## config.mk

```make
export PLATFORM = sky130hd
export DESIGN_NAME = led_bar_animator
export DESIGN_NICKNAME = d
export VERILOG_FILES = /design/src/rtl/led_bar_animator.sv
export SDC_FILE = /design/constraint.sdc
export NUM_CORES = 1
export LEC_CHECK = 0
export CAP_MARGIN = 20
export CORE_ASPECT_RATIO = 0.8
export CORE_MARGIN = 5
export CORE_UTILIZATION = 62
export CTS_BUF_LIST = sky130_fd_sc_hd__clkbuf_4 sky130_fd_sc_hd__clkbuf_8
export CTS_CLUSTER_SIZE = 10
export DETAILED_ROUTE_END_ITERATION = 16
export PLACE_DENSITY = 0.83
export RECOVER_POWER = 25
export SLEW_MARGIN = 20
export SYNTH_ARGS = -nofsm -noshare
export SYNTH_HDL_FRONTEND = slang
export SYNTH_SLANG_ARGS = --single-unit
```

## constraint.sdc

```tcl
create_clock -name clk -period 4.2 [get_ports clk]
set_clock_uncertainty 0.15 [all_clocks]
set_input_delay 0.84 -clock clk [delete_from_list [all_inputs] [get_ports clk]]
set_output_delay 0.84 -clock clk [all_outputs]
set_load 0.02 [all_outputs]
```

## src/rtl/led_bar_animator.sv

```systemverilog
`default_nettype none
// ============================================================================
// Module   : led_bar_animator
// Brief    : LED-bar animation engine. A prescaler paces frames at one of
//            three speeds (or single-steps from a button when stopped), a
//            position counter walks the selected pattern, and a registered
//            frame drives the LED bar directly.
// Revision : 1.0 - initial release
// ============================================================================
module led_bar_animator #(
   parameter int N_LEDS   = 16,
   parameter int DIV_SLOW = 100000000,
   parameter int DIV_MID  = 50000000,
   parameter int DIV_FAST = 20000000,
   parameter int CNT_W    = 27
) (
   input  logic              clk,
   input  logic              rst,
   input  logic [1:0]        speed,
   input  logic [1:0]        mode,
   input  logic              step,
   output logic [N_LEDS-1:0] frame,
   output logic              frame_tick
);

   // ------------------------------------------------------------------------
   // Constants
   // ------------------------------------------------------------------------
   // pos must reach 2N-1 in fill-bounce mode.
   localparam int POS_W = $clog2(2 * N_LEDS);

   typedef logic [POS_W-1:0] pos_t;

   localparam pos_t POS_ZERO     = '0;
   localparam pos_t POS_ONE      = pos_t'(1);
   localparam pos_t POS_DOT_END  = pos_t'(N_LEDS - 1);
   localparam pos_t POS_FILL_END = pos_t'(2 * N_LEDS - 1);
   localparam pos_t POS_HALF     = pos_t'(N_LEDS);
   // 2N may not fit in POS_W bits (it wraps to 0 when 2N is a power of two);
   // the subtraction 2N - pos is then still exact modulo 2^POS_W.
   localparam pos_t POS_SPAN     = pos_t'(2 * N_LEDS);

   localparam logic [N_LEDS-1:0] ALL_ONES = '1;
   localparam logic [N_LEDS-1:0] LSB_ONE  = N_LEDS'(1);

   localparam logic [CNT_W-1:0] CNT_ZERO    = '0;
   localparam logic [CNT_W-1:0] CNT_ONE     = CNT_W'(1);
   localparam logic [CNT_W-1:0] RELOAD_SLOW = CNT_W'(DIV_SLOW - 1);
   localparam logic [CNT_W-1:0] RELOAD_MID  = CNT_W'(DIV_MID - 1);
   localparam logic [CNT_W-1:0] RELOAD_FAST = CNT_W'(DIV_FAST - 1);

   localparam logic [1:0] SPEED_STOP = 2'd0;
   localparam logic [1:0] SPEED_SLOW = 2'd1;
   localparam logic [1:0] SPEED_MID  = 2'd2;
   localparam logic [1:0] SPEED_FAST = 2'd3;

   localparam logic [1:0] MODE_FILL  = 2'd0;
   localparam logic [1:0] MODE_DOT   = 2'd1;
   localparam logic [1:0] MODE_PING  = 2'd2;
   localparam logic [1:0] MODE_BLINK = 2'd3;

   // ------------------------------------------------------------------------
   // State
   // ------------------------------------------------------------------------
   logic [CNT_W-1:0] count;
   logic [1:0]       speed_q;
   logic [1:0]       mode_q;
   logic             step_q;
   pos_t             pos;
   logic             dir_up;

   // ------------------------------------------------------------------------
   // Next-state signals
   // ------------------------------------------------------------------------
   logic [CNT_W-1:0]  reload;
   logic [CNT_W-1:0]  count_next;
   logic              speed_change;
   logic              mode_change;
   logic              step_rise;
   logic              adv;
   pos_t              pos_next;
   logic              dir_up_next;
   pos_t              ones;
   logic [N_LEDS-1:0] frame_next;

   assign speed_change = (speed != speed_q);
   assign mode_change  = (mode != mode_q);
   assign step_rise    = step & ~step_q;

   // Reload value for the currently requested speed (stop holds at zero).
   always_comb begin
      reload = CNT_ZERO;
      case (speed)
         SPEED_SLOW: reload = RELOAD_SLOW;
         SPEED_MID:  reload = RELOAD_MID;
         SPEED_FAST: reload = RELOAD_FAST;
         default:    reload = CNT_ZERO;
      endcase
   end

   // Prescaler: a speed change restarts a full frame period without advancing;
   // when stopped only a step rising edge advances and the count is held.
   always_comb begin
      count_next = count;
      adv        = 1'b0;
      if (speed_change) begin
         count_next = reload;
      end else if (speed != SPEED_STOP) begin
         if (count == CNT_ZERO) begin
            adv        = 1'b1;
            count_next = reload;
         end else begin
            count_next = count - CNT_ONE;
         end
      end else begin
         adv = step_rise;
      end
   end

   // Position stepping for the active pattern; only used when adv is taken.
   always_comb begin
      pos_next    = pos;
      dir_up_next = dir_up;
      case (mode)
         MODE_FILL: begin
            pos_next = (pos == POS_FILL_END) ? POS_ZERO : pos + POS_ONE;
         end
         MODE_DOT: begin
            pos_next = (pos == POS_DOT_END) ? POS_ZERO : pos + POS_ONE;
         end
         MODE_PING: begin
            // Direction flips as the dot lands on an end, so each end LED is
            // shown for a single frame.
            if (dir_up) begin
               pos_next = pos + POS_ONE;
               if (pos_next == POS_DOT_END) begin
                  dir_up_next = 1'b0;
               end
            end else begin
               pos_next = pos - POS_ONE;
               if (pos_next == POS_ZERO) begin
                  dir_up_next = 1'b1;
               end
            end
         end
         default: begin
            pos_next = (pos == POS_ZERO) ? POS_ONE : POS_ZERO;
         end
      endcase
   end

   // Pattern generator: frame for the position about to be registered.
   always_comb begin
      ones       = (pos_next <= POS_HALF) ? pos_next : (POS_SPAN - pos_next);
      frame_next = '0;
      case (mode)
         MODE_FILL:  frame_next = ~(ALL_ONES >> ones);
         MODE_DOT:   frame_next = LSB_ONE << (POS_DOT_END - pos_next);
         MODE_PING:  frame_next = LSB_ONE << (POS_DOT_END - pos_next);
         MODE_BLINK: frame_next = (pos_next != POS_ZERO) ? ALL_ONES : '0;
         default:    frame_next = '0;
      endcase
   end

   // Previous speed/mode are tracked even during reset so the first cycle
   // after reset does not see a spurious change.
   always_ff @(posedge clk) begin
      speed_q <= speed;
      mode_q  <= mode;
   end

   // Animation state: mode change clears and wins over any advance.
   always_ff @(posedge clk) begin
      if (rst) begin
         count      <= CNT_ZERO;
         step_q     <= 1'b0;
         pos        <= POS_ZERO;
         dir_up     <= 1'b1;
         frame      <= '0;
         frame_tick <= 1'b0;
      end else begin
         count  <= count_next;
         step_q <= step;
         if (mode_change) begin
            pos        <= POS_ZERO;
            dir_up     <= 1'b1;
            frame      <= '0;
            frame_tick <= 1'b0;
         end else if (adv) begin
            pos        <= pos_next;
            dir_up     <= dir_up_next;
            frame      <= frame_next;
            frame_tick <= 1'b1;
         end else begin
            frame_tick <= 1'b0;
         end
      end
   end

endmodule
`default_nettype wire

```

==> flow_summary.ini, run 1 <==
[synth]
synth_mux_area_share_pct = 1.153
synth_top_family_by_area = simple AND/OR/NAND/NOR gates
synth-seq-area-share_pct = 29.85
synthSimpleGateAreaFrac_pct = 26.76
synth_cell_types = 70
post_synth_fa_ha_maj_area_fraction_pct = 8.141
syn_nets = 521
ys_seq_elements = 55
synth-xor-area-share_pct = 1.900
synth_area_um2 = 3689
synthArstFlopShare_pct = 0
yosys_warnings = 0
syn_inst = 490
avgSynthCellArea_um2 = 7.528
synthFlopType = dfxtp_1
synth_edf_count = 0
synth_compound_area_share_pct = 26.42

[floorplanning]
boundaryPins = 24
die_h_um = 78.99
row_count = 25
initial_utilization_pct = 63.06
die_w_um = 96.24
core-area_um2 = 5849
dieArea_um2 = 7602

[drt]
drcViolationCount = 0
ant_nets = 0
drtIter0Drc = 486
vias = 3879
first_pass_iters = 5
routed_via_density = 6.412
wl_per_cell_um = 17.08
wl_um = 10330

[run_status]
status = completed

[setup_path]
crit_type = input port to flip-flop
required_ns = 4.27
worst_r2r_path_depth = 16
r2r-end = frame[10]
rrSetupSlack_ns = 0.42
cp_max_fo = 3
end_kind = flip-flop
critical_path_arrival_ns = 4.04
startpoint_type = input port
critPathLaunch = mode[0]
r2r_start = pos[0]
cp-endpoint = frame[10]

[layout]
final_layout_size_suffix_gt1_share_pct = 11.83
fill_cells = 484
nNetsFinal = 554
area_growth_pct = 14.35
multiInputGateArea_um2 = 2375
finalCoreUtilization_pct = 72.11
regArea_um2 = 1101
antenna_cells = 0
final_area_um2 = 4218
fin_cells = 605

[place]
dpl.cell_count = 597
gp_congestion = 0.9682
hpwl_um = 7631
post_dp_cell_area_um2 = 4130
place_ws_ns = -0.08038
port_buffers = 23

[hold_path]
holdPathStages = 2
worstHoldStart = frame[0]
hp-class = flip-flop to flip-flop

[grt]
antenna_found_initial = 0
grt_first_pass_wirelength_um = 17180
grt_pass1_vias = 3588
grt_overflow = 0
track_usage_pct = 28.44
grt_max_degree = 24

[clocking]
ctsResizeCount = 0
tritoncts = yes
cts_sinks = 55
h-tree-depth = 2
clk_pin_slew_ns = 0.11
clockBufferDepth = 2
root_buffer = clkbuf_8
post_cts_buffers = 0
cts_hold_buf = 0
cts_buffers = 5
clk_latency_ns = 0.32

[power_and_ir_drop]
power.density_nw_per_um2 = 275.0
max-vdd-ir-drop_v = 0.0002485
p_leak_uw = 0.001714

[sta]
slew_headroom_pct = 21.49
slew_violations = 0
period_needed_ns = 3.972
worst_slew_pin_slew_ns = 1.170
rsz0062_at_grt = false
hold_violations = 0
finalSetupViolations = 0
max_freq_mhz = 251.7
tns_ns = 0
worst_slack_ns = 0.2275
min_period_over_period_pct = 94.58

[job]
cap_violations = 0
-- layer usage --
layer	global-route usage [%]	share of wire, %
met1	41.23	47
met2	42.80	42
met3	5.777	8.6
met4	7.102	1.5
met5	0	0
-- layout by cell type, fill, tap and decap left out, drive strengths merged, types with 7 or more instances in the layout --
| cell type | Yosys | layout |
|---|---|---|
| a211oi | 13 | 13 |
| a21oi | 43 | 43 |
| a31oi | 8 | 8 |
| buf | 15 | 33 |
| clkdlybuf4s50 | 0 | 8 |
| dfxtp | 55 | 55 |
| dlygate4sd3 | 0 | 15 |
| ha | 24 | 24 |
| inv | 17 | 18 |
| nand2 | 53 | 53 |
| nand3 | 17 | 17 |
| nor2 | 62 | 62 |
| nor2b | 7 | 7 |
| nor3 | 16 | 16 |
| o21ai | 34 | 34 |
| or4 | 8 | 8 |
-- worst max-delay path: stages --
cell             delay (ns)
clkdlybuf4s50_1        0.52
ha_1                   0.20
nor2b_1                0.23
buf_4                  0.15
nor2_1                 0.04
o211a_1                0.26
nor2_1                 0.17
nand2_1                0.09
and3_1                 0.19
ha_1                   0.31
or4_4                  0.55
a21oi_2                0.21
nand2_1                0.08
a32o_1                 0.20
-- cell usage after synthesis, types with 5 or more instances --
library cell  number  share of area (%)
a31oi_1            8                1.4
nand2_1           51                5.2
nor4_1             6                1.0
ha_1              24                8.1
a21oi_1           42                5.7
nor2b_1            7                1.2
o21ai_0           31                4.2
a211oi_1          13                2.6
or4_1              6                1.2
dfxtp_1           55                 30
inv_1             16                1.6
a311oi_1           6                1.4
nor2_1            60                6.1
nor3_1            15                2.0
buf_2              5               0.68
buf_1              5               0.51
nand2b_1           6                1.0
o31ai_1            5                1.0
nand4_1            5               0.85
nand3_1           17                2.3
clkbuf_1          16                1.6
xnor2_1            6                1.4
-- power by group --
group | internal (uW) | switching, uW
logic | 102 | 164
registers | 550 | 27.2
clock network | 120 | 196
-- layout make-up --
| type | count | area share (%) |
|---|---|---|
| Tap cell | 81 | 2.403 |
| Clock buffer | 5 | 1.632 |
| Sequential cell | 55 | 26.11 |
| Multi-Input combinational cell | 386 | 56.30 |
| Clock inverter | 3 | 0.5340 |
| Timing Repair Buffer | 57 | 11.42 |
| Inverter | 18 | 1.602 |
-- cells by family after synthesis --
group                    Yosys count
AO/OA/AOI/OAI                    149
XOR/XNOR                           8
adder cells (fa/ha/maj)           24
buffers and inverters             49
flip-flops                        55
multiplexers                       4
AND/OR/NAND/NOR                  201
-- flip-flops by register name, indices dropped and copies added, names as in the netlist --
| register | count |
|---|---|
| step_q | 1 |
| frame | 16 |
| mode_q | 2 |
| pos | 5 |
| dir_up | 1 |
| frame_tick | 1 |
| speed_q | 2 |
| count | 27 |
-- worst min-delay path by stage --
stage                     end  slack (ns)
finish               frame[0]        0.35
CTS                 count[25]        0.35
global route        count[25]        0.36
global placement    count[19]        0.32
detailed placement   frame[0]        0.33
floorplan           count[19]        0.30
-- per-stage QoR --
step	hold slack, ns	power [uW]
floorplan	0.2966	769.8
global placement	0.3208	835.9
detailed placement	0.3324	846.4
CTS	0.3496	1152
global route	0.3645	1210
finish	0.3461	1160
No activity file was read; power rests on OpenSTA's default activity.
==> run 2, diff against run 1 <==
--- a/config.mk
+++ b/config.mk
@@ -5,6 +5,7 @@
 export SDC_FILE = /design/constraint.sdc
 export NUM_CORES = 1
 export LEC_CHECK = 0
+export ABC_CLOCK_PERIOD_IN_PS = 4200
 export CAP_MARGIN = 20
 export CORE_ASPECT_RATIO = 0.8
 export CORE_MARGIN = 5
@@ -12,6 +13,7 @@
 export CTS_BUF_LIST = sky130_fd_sc_hd__clkbuf_4 sky130_fd_sc_hd__clkbuf_8
 export CTS_CLUSTER_SIZE = 10
 export DETAILED_ROUTE_END_ITERATION = 16
+export HOLD_SLACK_MARGIN = 0.08
 export PLACE_DENSITY = 0.83
 export RECOVER_POWER = 25
 export SLEW_MARGIN = 20
==> results of run 2 <==
Same layout as run 1: the final DEF is identical, and so are final timing and power.
==> run 3, diff against run 2 <==
--- a/config.mk
+++ b/config.mk
@@ -16,7 +16,8 @@
 export HOLD_SLACK_MARGIN = 0.08
 export PLACE_DENSITY = 0.83
 export RECOVER_POWER = 25
-export SLEW_MARGIN = 20
+export SKIP_CTS_REPAIR_TIMING = 1
+export SLEW_MARGIN = 15
 export SYNTH_ARGS = -nofsm -noshare
 export SYNTH_HDL_FRONTEND = slang
 export SYNTH_SLANG_ARGS = --single-unit
==> results of run 3 <==
Same layout as run 1: the final DEF is identical, and so are final timing and power.
